[src/rtl/id_ex_stage.sv]
// ID/EX pipeline register feeding the ALU: operand forwarding, load-use interlock, flush, handshakes.
// Build macro FORWARDING_EN: defined -> EX/MEM and MEM/WB bypass; undefined -> stall until writers retire.
module id_ex_stage #(
  parameter int DATA_WIDTH     = 32,
  parameter int REG_ADDR_WIDTH = 5,
  parameter int CNT_WIDTH      = 16
) (
  input  logic                      clk_i,
  input  logic                      rst_ni,
  input  logic                      valid_i,
  output logic                      ready_o,
  input  logic [REG_ADDR_WIDTH-1:0] rs1_addr_i,
  input  logic [REG_ADDR_WIDTH-1:0] rs2_addr_i,
  input  logic [REG_ADDR_WIDTH-1:0] rd_addr_i,
  input  logic                      rs1_used_i,
  input  logic                      rs2_used_i,
  input  logic [DATA_WIDTH-1:0]     rs1_data_i,
  input  logic [DATA_WIDTH-1:0]     rs2_data_i,
  input  logic [DATA_WIDTH-1:0]     imm_i,
  input  logic                      alu_src_i,
  input  logic [3:0]                alu_ctrl_i,
  input  logic                      reg_write_i,
  input  logic                      mem_read_i,
  input  logic                      mem_write_i,
  input  logic                      flush_i,
  input  logic                      exmem_reg_write_i,
  input  logic [REG_ADDR_WIDTH-1:0] exmem_rd_i,
  input  logic [DATA_WIDTH-1:0]     exmem_data_i,
  input  logic                      memwb_reg_write_i,
  input  logic [REG_ADDR_WIDTH-1:0] memwb_rd_i,
  input  logic [DATA_WIDTH-1:0]     memwb_data_i,
  output logic                      valid_o,
  input  logic                      ready_i,
  output logic [DATA_WIDTH-1:0]     op1_o,
  output logic [DATA_WIDTH-1:0]     op2_o,
  output logic [3:0]                alu_ctrl_o,
  output logic [DATA_WIDTH-1:0]     store_data_o,
  output logic [REG_ADDR_WIDTH-1:0] rd_addr_o,
  output logic                      reg_write_o,
  output logic                      mem_read_o,
  output logic                      mem_write_o,
  output logic [CNT_WIDTH-1:0]      stall_count_o
);

  logic                      r_valid;
  logic [REG_ADDR_WIDTH-1:0] r_rs1_addr, r_rs2_addr, r_rd;
  logic [DATA_WIDTH-1:0]     r_rs1_data, r_rs2_data, r_imm;
  logic                      r_alu_src, r_reg_write, r_mem_read, r_mem_write;
  logic [3:0]                r_alu_ctrl;
  logic [CNT_WIDTH-1:0]      r_stall_cnt;

  logic [DATA_WIDTH-1:0]     w_fwd_rs1, w_fwd_rs2;
  logic                      w_hazard, w_adv, w_fire;

`ifdef FORWARDING_EN
  // EX/MEM is the younger producer, so it overrides MEM/WB; x0 never forwards.
  always_comb begin
    w_fwd_rs1 = r_rs1_data;
    if (r_rs1_addr != '0 && memwb_reg_write_i && memwb_rd_i == r_rs1_addr) w_fwd_rs1 = memwb_data_i;
    if (r_rs1_addr != '0 && exmem_reg_write_i && exmem_rd_i == r_rs1_addr) w_fwd_rs1 = exmem_data_i;
    w_fwd_rs2 = r_rs2_data;
    if (r_rs2_addr != '0 && memwb_reg_write_i && memwb_rd_i == r_rs2_addr) w_fwd_rs2 = memwb_data_i;
    if (r_rs2_addr != '0 && exmem_reg_write_i && exmem_rd_i == r_rs2_addr) w_fwd_rs2 = exmem_data_i;
  end

  assign w_hazard = r_valid & r_mem_read & (r_rd != '0) & valid_i &
                    ((rs1_used_i & (rs1_addr_i == r_rd)) | (rs2_used_i & (rs2_addr_i == r_rd)));
`else
  logic w_hit1, w_hit2, w_unused;

  assign w_fwd_rs1 = r_rs1_data;
  assign w_fwd_rs2 = r_rs2_data;

  // Without bypass, any in-flight writer of a used source blocks issue until it has retired.
  assign w_hit1 = rs1_used_i & (rs1_addr_i != '0) &
                  ((r_valid & r_reg_write & (r_rd == rs1_addr_i)) |
                   (exmem_reg_write_i & (exmem_rd_i == rs1_addr_i)) |
                   (memwb_reg_write_i & (memwb_rd_i == rs1_addr_i)));
  assign w_hit2 = rs2_used_i & (rs2_addr_i != '0) &
                  ((r_valid & r_reg_write & (r_rd == rs2_addr_i)) |
                   (exmem_reg_write_i & (exmem_rd_i == rs2_addr_i)) |
                   (memwb_reg_write_i & (memwb_rd_i == rs2_addr_i)));
  assign w_hazard = valid_i & (w_hit1 | w_hit2);
  assign w_unused = ^{exmem_data_i, memwb_data_i, r_rs1_addr, r_rs2_addr, r_mem_read};
`endif

  assign w_adv   = ready_i | ~r_valid;
  assign ready_o = w_adv & ~w_hazard & ~flush_i;
  assign w_fire  = valid_i & ready_o;

  always_ff @(posedge clk_i or negedge rst_ni) begin
    if (!rst_ni) begin
      r_valid     <= 1'b0;
      r_rs1_addr  <= '0;
      r_rs2_addr  <= '0;
      r_rd        <= '0;
      r_rs1_data  <= '0;
      r_rs2_data  <= '0;
      r_imm       <= '0;
      r_alu_src   <= 1'b0;
      r_alu_ctrl  <= '0;
      r_reg_write <= 1'b0;
      r_mem_read  <= 1'b0;
      r_mem_write <= 1'b0;
    end else if (flush_i) begin
      r_valid <= 1'b0;
    end else if (w_adv) begin
      r_valid <= w_fire;
      if (w_fire) begin
        r_rs1_addr  <= rs1_addr_i;
        r_rs2_addr  <= rs2_addr_i;
        r_rd        <= rd_addr_i;
        r_rs1_data  <= rs1_data_i;
        r_rs2_data  <= rs2_data_i;
        r_imm       <= imm_i;
        r_alu_src   <= alu_src_i;
        r_alu_ctrl  <= alu_ctrl_i;
        r_reg_write <= reg_write_i;
        r_mem_read  <= mem_read_i;
        r_mem_write <= mem_write_i;
      end
    end else begin
      // Producers may retire while we are held; capture their values before they vanish.
      r_rs1_data <= w_fwd_rs1;
      r_rs2_data <= w_fwd_rs2;
    end
  end

  always_ff @(posedge clk_i or negedge rst_ni) begin
    if (!rst_ni)
      r_stall_cnt <= '0;
    else if (valid_i && !ready_o && !flush_i && r_stall_cnt != '1)
      r_stall_cnt <= r_stall_cnt + CNT_WIDTH'(1);
  end

  assign valid_o       = r_valid;
  assign op1_o         = w_fwd_rs1;
  assign op2_o         = r_alu_src ? r_imm : w_fwd_rs2;
  assign store_data_o  = w_fwd_rs2;
  assign alu_ctrl_o    = r_alu_ctrl;
  assign rd_addr_o     = r_rd;
  assign reg_write_o   = r_valid & r_reg_write;
  assign mem_read_o    = r_valid & r_mem_read;
  assign mem_write_o   = r_valid & r_mem_write;
  assign stall_count_o = r_stall_cnt;

endmodule
[config.mk]
export PLATFORM = sky130hd
export DESIGN_NAME = id_ex_stage
export DESIGN_NICKNAME = d
export VERILOG_FILES = /design/src/rtl/id_ex_stage.sv
export SDC_FILE = /design/constraint.sdc
export NUM_CORES = 1
export LEC_CHECK = 0
export CORE_MARGIN = 2
export CORE_UTILIZATION = 40
export CTS_CLUSTER_DIAMETER = 40
export DETAILED_ROUTE_END_ITERATION = 12
export PLACE_DENSITY = 0.84
export RECOVER_POWER = 25
export SYNTH_ARGS = -nofsm -noshare
export SYNTH_HDL_FRONTEND = slang
export SYNTH_SLANG_ARGS = --single-unit
[constraint.sdc]
create_clock -name clk_i -period 2.6 [get_ports clk_i]
set_input_delay 0.52 -clock clk_i [delete_from_list [all_inputs] [get_ports clk_i]]
set_output_delay 0.52 -clock clk_i [all_outputs]
set_load 0.005 [all_outputs]
==> impl_metrics.csv, run 1 <==
group,metric,value,unit
detailed_routing,wl_per_cell,18.1,µm
pwr,p_sw_share,24.2,%
detailed_routing,drt_iter0_markers,97,
detailed_routing,drc,0,
sta,worst_pin_slew,1.88,ns
synthesis,syn_area,6090,µm²
detailed_routing,postRouteAntennaNets,0,
sta,relSlewSlack,-25.1,%
layout,syn2layout_area_growth,59.4,%
setup_path,reg2regPathDepth,10,
sta,setup_viol,0,
floorplanning,coreArea,15000,µm²
layout,final_layout_size_suffix_gt1_share,29.3,%
sta,hold_violations,0,
sta,period_minus_slack,2.55,ns
synthesis,yosys.area.top_type,"dfrtp_1",
synthesis,async_reset_ff_share,100,%
sta,setup-tns-final,0,ns
status,violations,"max-capacitance violations, max-slew violations",
status,status,"finished with violations",
global_route,antenna_found_initial,0,
pwr,p_comb_share,28.8,%
floorplanning,die_y,127,µm
synthesis,synth_area_leaders,"dfrtp_1 52%, mux2_4 24%, mux2_2 8.0%, xnor2_1 4.0%, xor2_1 2.2%",
pwr,leakage,4.34,nW
synthesis,yosysSeqAreaShare,51.8,%
detailed_routing,routed_via_density,4.92,
setup_path,worst_setup_path_start_kind,"primary input",
synthesis,synth_most_common_cell,"dfrtp_1",
detailed_routing,totalWireLength,16100,µm
sta,fmax,393,MHz
setup_path,worstSetupPathType,"primary input to primary output",
pwr,power_switching,1.65,mW
place,dp_hpwl,12100,µm
sta,drv_slew,77,
floorplanning,die_w,127,µm
clocking,numCtsBuffers,17,
synthesis,synth_edf_count,0,
clocking,cts_buffer_depth,2,
setup_path,path_max_fanout,4,
layout,fin_nets,892,
clocking,clk_latency,0.41,ns
clocking,htreeDepth,4,
sta,finalCritPeriodShare,98.0,%
synthesis,ys_dominant_reg_cell,"dfrtp_1",
layout,regArea,3150,µm²
sta,skew,0.00903,ns
global_route,track_usage,20.2,%
pwr,p_int,5.16,mW
synthesis,ys_ff_latch,126,
place,dpl_cell_area,9130,µm²
pwr,power,6.81,mW
layout,n_antenna_cell,0,
global_route,grt_pass1_wl,25600,µm
synthesis,yosysTopAreaCellShare,51.8,%
sta,grt_setup_unrepaired,"false",
synthesis,synth_area_per_cell,15.3,µm²
layout,multi_input_area,2790,µm²
pwr,seqPwrFrac,37.0,%
floorplanning,fp-row-count,45,
setup_path,crit-reg2reg-launch,"rd_addr_o[2]$_DFFE_PN0P_",
place,gp_congestion,0.852,
clocking,clk_pin_slew,0.06,ns
layout,fillers,1082,
global_route,grt_pass1_vias,4861,
place,port_buffers,263,
detailed_routing,dr.pass1.iters,4,
synthesis,synthCells,399,
clocking,cts_tree,"built",
detailed_routing,vias,4382,
clocking,clockRootBuffer,"clkbuf_16",
pwr,vdd_drop_max,438,µV
pwr,p_per_area,702,nW/µm²
setup_path,crit_path_end_kind,"primary output",
min_path,worstHoldPathType,"primary input to async pin",
pwr,p_clk_share,34.1,%
synthesis,yosysWarnings,0,
setup_path,ff2ff_setup_slack,0.14,ns
setup_path,cp_data_required_time,2.08,ns
synthesis,synthTopCellsByCount,"126 x dfrtp_1, 99 x mux2_4, 43 x mux2_2, 28 x xnor2_1, 15 x xor2_1",
synthesis,syn_nets,602,
setup_path,cp.arrival,2.03,ns
setup_path,timing.rr.end,"r_imm[22]$_DFFE_PN0P_",
floorplanning,ios,328,
clocking,cts.sinks,126,
global_route,overflow,0,
synthesis,synth_cell_type_count,33,
floorplanning,initial_core_util,40.5,%
global_route,grt_max_degree,77,
floorplanning,die-area,16200,µm²
run,maxCapViolations,1,
layout,fin_area,9700,µm²
## cell type report
cell class	count	share of cell area [%]
inverters	3	0.116
clock inverters	9	1.13
repair buffers	288	30.2
flip-flops and latches	126	32.5
clock buffers	23	4.93
multi-input cells	253	28.7
well taps	188	2.42
## cells in the final DEF (no fill, tap or decap), drive strengths merged, types with 3 or more instances in the layout
cell type,Yosys,layout
clkdlybuf4s50,0,241
clkbuf,5,26
dfrtp,126,126
and2,3,3
mux2,142,142
nand4,8,8
and3,7,7
inv,3,3
nand2,8,8
dlygate4sd2,0,20
xnor2,28,28
nand2b,3,3
nor3,3,3
clkinv,0,4
o22ai,3,3
nand3,11,11
clkinvlp,0,3
xor2,15,15
nor2,5,5
nor4,4,4
buf,12,23
## flip-flops by register name, summed over array words and instances, names as in the netlist
signal	cells
alu_ctrl_o	4
op1_o	32
store_data_o	32
r_alu_src	1
r_mem_read	1
stall_count_o	16
r_reg_write	1
r_imm	32
r_mem_write	1
rd_addr_o	5
valid_o	1
## metrics by stage
step	util (%)	hold slack (ns)	instances	setup slack, ns
floorplan	-	0.224	399	0.312
global placement	60.8	0.477	857	-0.502
CTS	64.6	0.133	890	0.0179
global route	64.5	0.516	890	0.00142
finish	64.5	0.478	890	0.0525
detailed placement	60.8	0.485	857	-0.505
## what timing repair did
action	CTS	global route
resized for setup	23	4
pin swaps	5	1
endpoints found under the setup margin	74	30
buffers inserted	1	0
hold buffers	0	0
## metal layers
| layer | vias to the layer above | track usage [%] | part of all wire [%] |
|---|---|---|---|
| li1 | 2003 | - | - |
| met1 | 2174 | 23.2 | 40 |
| met2 | 181 | 36.2 | 52 |
| met3 | 24 | 5.65 | 6.8 |
| met4 | 0 | 6.66 | 1.8 |
| met5 | - | 0 | 0 |
## worst max-delay path by stage
stage	from	slack, ns	endpoint	cells after the start
after CTS	rs1_addr_i[2]	0.02	ready_o	6
after global routing	rs1_addr_i[2]	0.001	ready_o	6
after detailed placement	rs1_addr_i[3]	-0.51	r_imm[22]$_DFFE_PN0P_	11
final	rs1_addr_i[2]	0.05	ready_o	6
after floorplan	rs1_addr_i[3]	0.31	alu_ctrl_o[0]$_DFFE_PN0P_	9
after global placement	rs1_addr_i[2]	-0.50	ready_o	8
## power by group through the flow
stage,registers (mW),clock network [mW],logic (mW)
final,2.52,2.32,1.96
after global routing,2.57,2.47,2.09
after CTS,2.52,2.38,1.99
after detailed placement,2.55,0,1.98
after global placement,2.52,0,1.95
after floorplan,2.51,0,0.815
## worst max-delay path, stage by stage
cell and delay, ns:
dlygate4sd2_1 0.31, or4_4 0.53, o211ai_1 0.20, o22ai_2 0.11, nor2_2 0.14, clkdlybuf4s15_2 0.21
## kinds of logic (layout without fill, tap and decap cells)
family,after synthesis,after routing,share of synthesized area (%)
AO/OA/AOI/OAI,10,10,1.56
XOR/XNOR,43,43,6.19
adder cells (fa/ha/maj),1,1,0.206
buffers and inverters,20,323,2.61
flip-flops,126,126,51.8
multiplexers,142,142,32.4
AND/OR/NAND/NOR,57,57,5.24
(Power assumes the default switching activity.)
==> run 2: changes to the inputs <==
MAX_ROUTING_LAYER = met4   (was default)
==> run 2 against run 1 <==
Effect of this change: the flow still finishes with violations (max-capacitance violations, max-slew violations); first-iteration DRC count rose by 64%; die area did not move; setup slack improved by 0.033 ns; critical path depth rose by 6; clock power about the same; sequential share of layout area is 0.34 points higher; sequential power about the same; routed wire length up 1.8%; total power barely moved; hold slack improved by 0.012 ns; critical endpoint is now r_imm[2]$_DFFE_PN0P_; highest routed layer unchanged.
==> impl_metrics.csv, run 2 (synthesis gave the netlist of run 1 again) <==
group,metric,value,unit
sta,setup_viol,0,
clocking,cts.sinks,126,
place,port_buffers,263,
sta,fmax,398,MHz
setup_path,crit-reg2reg-launch,"rd_addr_o[2]$_DFFE_PN0P_",
floorplanning,die-area,16200,µm²
global_route,met2_usage,36.4,%
layout,regArea,3150,µm²
pwr,p_comb_share,28.6,%
clocking,htreeDepth,4,
setup_path,worst_setup_path_start_kind,"primary input",
detailed_routing,drt_iter0_markers,159,
sta,relSlewSlack,-43.2,%
global_route,use_met3,5.90,%
pwr,seqPwrFrac,37.0,%
place,gp_congestion,0.838,
setup_path,crit_path_end_kind,"register",
global_route,grt_pass1_vias,4823,
clocking,numCtsBuffers,17,
setup_path,reg2regPathDepth,9,
setup_path,path_cells,"dlygate4sd2_1 > inv_1 > o22ai_1 > nor4_1 > a211oi_2 > o22ai_2 > buf_4 > buf_4 > nand2b_4 > buf_12 > buf_4 > mux2_4",
run,maxCapViolations,1,
layout,mostFrequentLayoutCells,"241 x clkdlybuf4s50_1, 126 x dfrtp_1, 99 x mux2_4",
sta,worst_pin_slew,2.15,ns
pwr,p_per_area,709,nW/µm²
sta,grt_setup_unrepaired,"false",
clocking,cts_tree,"built",
setup_path,timing.rr.end,"store_data_o[15]$_DFFE_PN0P_",
floorplanning,die_w,127,µm
setup_path,crit_path_end,"r_imm[2]$_DFFE_PN0P_",
sta,setup-tns-final,0,ns
floorplanning,coreArea,15000,µm²
place,dpl_cell_area,9030,µm²
pwr,power_switching,1.71,mW
detailed_routing,wl_per_cell,18.5,µm
setup_path,worstSetupPathType,"primary input to register",
sta,finalCritPeriodShare,96.7,%
global_route,antenna_found_initial,0,
layout,syn2layout_area_growth,57.7,%
pwr,vdd_drop_max,450,µV
clocking,cts_buffer_depth,2,
global_route,busiest_layer,"met2",
detailed_routing,routed_via_density,4.96,
setup_path,cp.arrival,2.80,ns
setup_path,cp_slowest_cell,"dlygate4sd2_1",
detailed_routing,postRouteAntennaNets,0,
global_route,overflow,0,
sta,skew,0.00756,ns
layout,fillers,1083,
clocking,clk_latency,0.41,ns
global_route,grt_pass1_wl,25500,µm
floorplanning,initial_core_util,40.5,%
pwr,p_clk_share,34.4,%
clocking,clockRootBuffer,"clkbuf_16",
setup_path,critPathLaunch,"rs1_addr_i[3]",
detailed_routing,totalWireLength,16400,µm
pwr,p_int,5.09,mW
detailed_routing,drc,0,
layout,fin_area,9600,µm²
floorplanning,fp-row-count,45,
floorplanning,die_y,127,µm
global_route,grt_max_degree,68,
layout,fin_nets,887,
setup_path,cp_data_required_time,2.89,ns
layout,n_antenna_cell,0,
sta,hold_violations,0,
floorplanning,ios,328,
setup_path,critical-path-max-stage-delay,0.32,ns
setup_path,path_buf_inv,6,
setup_path,path_common_cell,"buf_4",
pwr,p_sw_share,25.1,%
setup_path,path_max_fanout,13,
setup_path,ff2ff_setup_slack,0.10,ns
detailed_routing,vias,4394,
layout,layout_commonest_cell,"clkdlybuf4s50_1",
global_route,track_usage,20.9,%
sta,period_minus_slack,2.51,ns
min_path,worstHoldPathType,"register to register",
layout,multi_input_area,2780,µm²
status,status,"finished with violations",
clocking,clk_pin_slew,0.06,ns
sta,drv_slew,37,
place,dp_hpwl,12000,µm
setup_path,cp.depth,12,
status,violations,"max-capacitance violations, max-slew violations",
global_route,use_met1,22.9,%
detailed_routing,dr.pass1.iters,4,
setup_path,crit_family,"buffers and inverters",
pwr,leakage,4.29,nW
layout,final_layout_size_suffix_gt1_share,28.8,%
[run 2: per-layer routing]
layer / wire, µm / part of all wire (%)
met4: 374 / 2.3
met5: 0 / 0
met1: 6520 / 40
met3: 1030 / 6.3
met2: 8480 / 52
[run 2: final cells by class]
class / count / area share [%]
Clock buffer: 19 / 4.61
Clock inverter: 13 / 1.45
Inverter: 3 / 0.117
Multi-Input combinational cell: 253 / 29.0
Sequential cell: 126 / 32.9
Tap cell: 188 / 2.45
Timing Repair Buffer: 283 / 29.6
[run 2: metrics by stage]
| step | util (%) | std cells | setup WS (ns) | hold WS [ns] | power [mW] |
|---|---|---|---|---|---|
| final | 63.8 | 885 | 0.0859 | 0.489 | 6.81 |
| after global placement | 60.1 | 852 | -0.467 | 0.478 | 4.45 |
| after floorplan | - | 399 | 0.312 | 0.224 | 3.32 |
| after CTS | 63.9 | 885 | 0.00270 | 0.0749 | 6.88 |
| after detailed placement | 60.1 | 852 | -0.509 | 0.480 | 4.51 |
| after global routing | 63.8 | 885 | 0.00435 | 0.508 | 7.10 |
[run 2: repair_timing]
item | 4_1_cts | 5_1_grt
resized for setup | 23 | 4
setup endpoints to repair | 60 | 1
hold buffers | 0 | 0
pin swaps | 7 | 3
setup buffers | 1 | 0
[run 2: worst min-delay path by stage]
stage	to	start	cells past startpoint	slack (ns)
finish	stall_count_o[9]$_DFFE_PN0P_	stall_count_o[9]$_DFFE_PN0P_	1	0.49
global route	stall_count_o[9]$_DFFE_PN0P_	stall_count_o[9]$_DFFE_PN0P_	1	0.51
CTS	alu_ctrl_o[1]$_DFFE_PN0P_	rst_ni	1	0.07
detailed placement	stall_count_o[9]$_DFFE_PN0P_	stall_count_o[9]$_DFFE_PN0P_	1	0.48
global placement	stall_count_o[9]$_DFFE_PN0P_	stall_count_o[9]$_DFFE_PN0P_	1	0.48
floorplan	alu_ctrl_o[0]$_DFFE_PN0P_	rst_ni	0	0.22
[run 2: power by group through the flow]
stage	Combinational [mW]	Clock (mW)	Sequential, mW
2_1_floorplan	0.815	0	2.51
3_3_place_gp	1.93	0	2.52
3_5_place_dp	1.96	0	2.54
4_1_cts	1.97	2.39	2.52
5_1_grt	2.06	2.48	2.56
6_report	1.95	2.34	2.52
==> run 3: changes to the inputs <==
CORE_UTILIZATION = 35   (was 40)
PLACE_DENSITY = 0.75   (was 0.84)
==> run 3 against run 2 <==
Effect of this change: the flow still finishes with violations (max-capacitance violations, max-slew violations); core utilization decreased by 6.7 points; via count increased by 0.16%; critical endpoint is now ready_o; cell count increased by 5.9%; die area increased by 14%.
==> impl_metrics.csv, run 3 (synthesis gave the netlist of run 1 again) <==
group,metric,value,unit
status,status,"finished with violations",
status,violations,"max-capacitance violations, max-slew violations",
sta,hold_violations,0,
place,port_buffers,263,
clocking,clk_pin_slew,0.05,ns
detailed_routing,totalWireLength,16500,µm
global_route,grt_pass1_wl,25900,µm
pwr,leakage,4.38,nW
setup_path,worstSetupPathType,"primary input to primary output",
setup_path,path_max_fanout,4,
floorplanning,die_y,136,µm
clocking,htreeDepth,4,
sta,period_minus_slack,2.47,ns
setup_path,reg2regPathDepth,10,
setup_path,ff2ff_setup_slack,0.19,ns
layout,n_antenna_cell,0,
clocking,clk_latency,0.41,ns
setup_path,timing.rr.end,"op1_o[6]$_DFFE_PN0P_",
floorplanning,fp-row-count,48,
sta,drv_slew,40,
setup_path,crit-reg2reg-launch,"rd_addr_o[2]$_DFFE_PN0P_",
sta,setup_viol,0,
layout,multi_input_area,2790,µm²
sta,fmax,405,MHz
detailed_routing,drc,0,
place,gp_congestion,0.884,
place,dp_slack,-0.535,ns
global_route,grt_max_degree,51,
detailed_routing,dr.pass1.iters,4,
layout,layout_commonest_cell,"clkdlybuf4s50_1",
global_route,track_usage,18.7,%
layout,mostFrequentLayoutCells,"241 x clkdlybuf4s50_1, 124 x dfrtp_1, 99 x mux2_4",
clocking,numCtsBuffers,17,
setup_path,worst_setup_path_start_kind,"primary input",
layout,final_layout_size_suffix_gt1_share,31.3,%
place,place_inst,900,
sta,fin_ws,0.131,ns
floorplanning,die_w,136,µm
layout,fillers,1399,
sta,grt_setup_unrepaired,"false",
setup_path,critPathLaunch,"rs2_addr_i[3]",
clocking,cts.sinks,126,
detailed_routing,routed_via_density,4.70,
run,maxCapViolations,1,
clocking,cts_tree,"built",
detailed_routing,wl_per_cell,17.6,µm
layout,final_util,57.1,%
global_route,antenna_found_initial,0,
global_route,overflow,0,
floorplanning,coreArea,17200,µm²
sta,relSlewSlack,-43.0,%
sta,setup-tns-final,0,ns
setup_path,crit_path_end,"ready_o",
floorplanning,initial_core_util,35.4,%
sta,finalCritPeriodShare,95.0,%
floorplanning,ios,328,
setup_path,cp_data_required_time,2.08,ns
clocking,clockRootBuffer,"clkbuf_16",
floorplanning,die-area,18500,µm²
detailed_routing,vias,4401,
layout,fin_nets,903,
sta,hold_slack,0.491,ns
pwr,p_per_area,709,nW/µm²
place,dp_hpwl,12300,µm
layout,regArea,3160,µm²
setup_path,crit_path_end_kind,"primary output",
setup_path,cp.arrival,1.95,ns
sta,skew,0.0143,ns
min_path,worstHoldPathType,"register to register",
sta,worst_pin_slew,2.15,ns
layout,syn2layout_area_growth,61.2,%
detailed_routing,drt_iter0_markers,117,
detailed_routing,postRouteAntennaNets,0,
global_route,grt_pass1_vias,4817,
layout,final-instance-count-excl-fill,937,
clocking,cts_buffer_depth,2,
pwr,vdd_drop_max,416,µV
[run 3: how the worst min path moves through the flow]
stage,startpoint,end,slack [ns],cells past startpoint
6_report,stall_count_o[14]$_DFFE_PN0P_,stall_count_o[14]$_DFFE_PN0P_,0.49,1
5_1_grt,stall_count_o[9]$_DFFE_PN0P_,stall_count_o[9]$_DFFE_PN0P_,0.50,1
4_1_cts,rst_ni,store_data_o[10]$_DFFE_PN0P_,0.08,1
3_5_place_dp,stall_count_o[9]$_DFFE_PN0P_,stall_count_o[9]$_DFFE_PN0P_,0.49,1
3_3_place_gp,r_mem_read$_DFFE_PN0P_,r_mem_read$_DFFE_PN0P_,0.48,1
2_1_floorplan,rst_ni,alu_ctrl_o[0]$_DFFE_PN0P_,0.22,0
[run 3: per-stage QoR]
stage          area (µm²)  power, mW
2_1_floorplan        6090       3.32
6_report             9810       6.96
3_3_place_gp         9190       4.48
4_1_cts              9800       7.04
3_5_place_dp         9190       4.52
5_1_grt              9810       7.29
[run 3: routing by layer]
layer / part of all wire [%] / GRT usage [%] / vias to the layer above
met3: 7.4 / 6.04 / 18
li1: - / - / 2025
met4: 1.4 / 5.73 / 0
met5: 0 / - / -
met2: 49 / 30.2 / 183
met1: 42 / 22.4 / 2175
[run 3: area by class of cell]
cell class                      instances  area share [%]
Clock buffer                           19            4.62
Clock inverter                         12            1.62
Inverter                                3           0.115
Multi-Input combinational cell        253            28.5
Sequential cell                       126            32.2
Tap cell                              225            2.87
Timing Repair Buffer                  299            30.2
[run 3: timing repair]
item                                    4_1_cts  5_1_grt
gates resized for setup                      22       17
buffers inserted                              4        2
endpoints found under the setup margin      106        1
hold buffers                                  0        0
pin swaps                                     6        9
[run 3: power by group]
part / internal, mW / switching [mW] / leakage, nW
Sequential: 2.28 / 0.235 / 1.51
Clock: 1.56 / 0.897 / 0.296
Combinational: 1.40 / 0.581 / 2.57
Total: 5.25 / 1.71 / 4.38
[run 3: critical path, cell delays in order]
cell	delay, ns
dlygate4sd2_1	0.32
xor2_2	0.20
nor4_2	0.25
a311oi_1	0.14
o22ai_2	0.24
nor2_1	0.07
clkdlybuf4s15_1	0.20
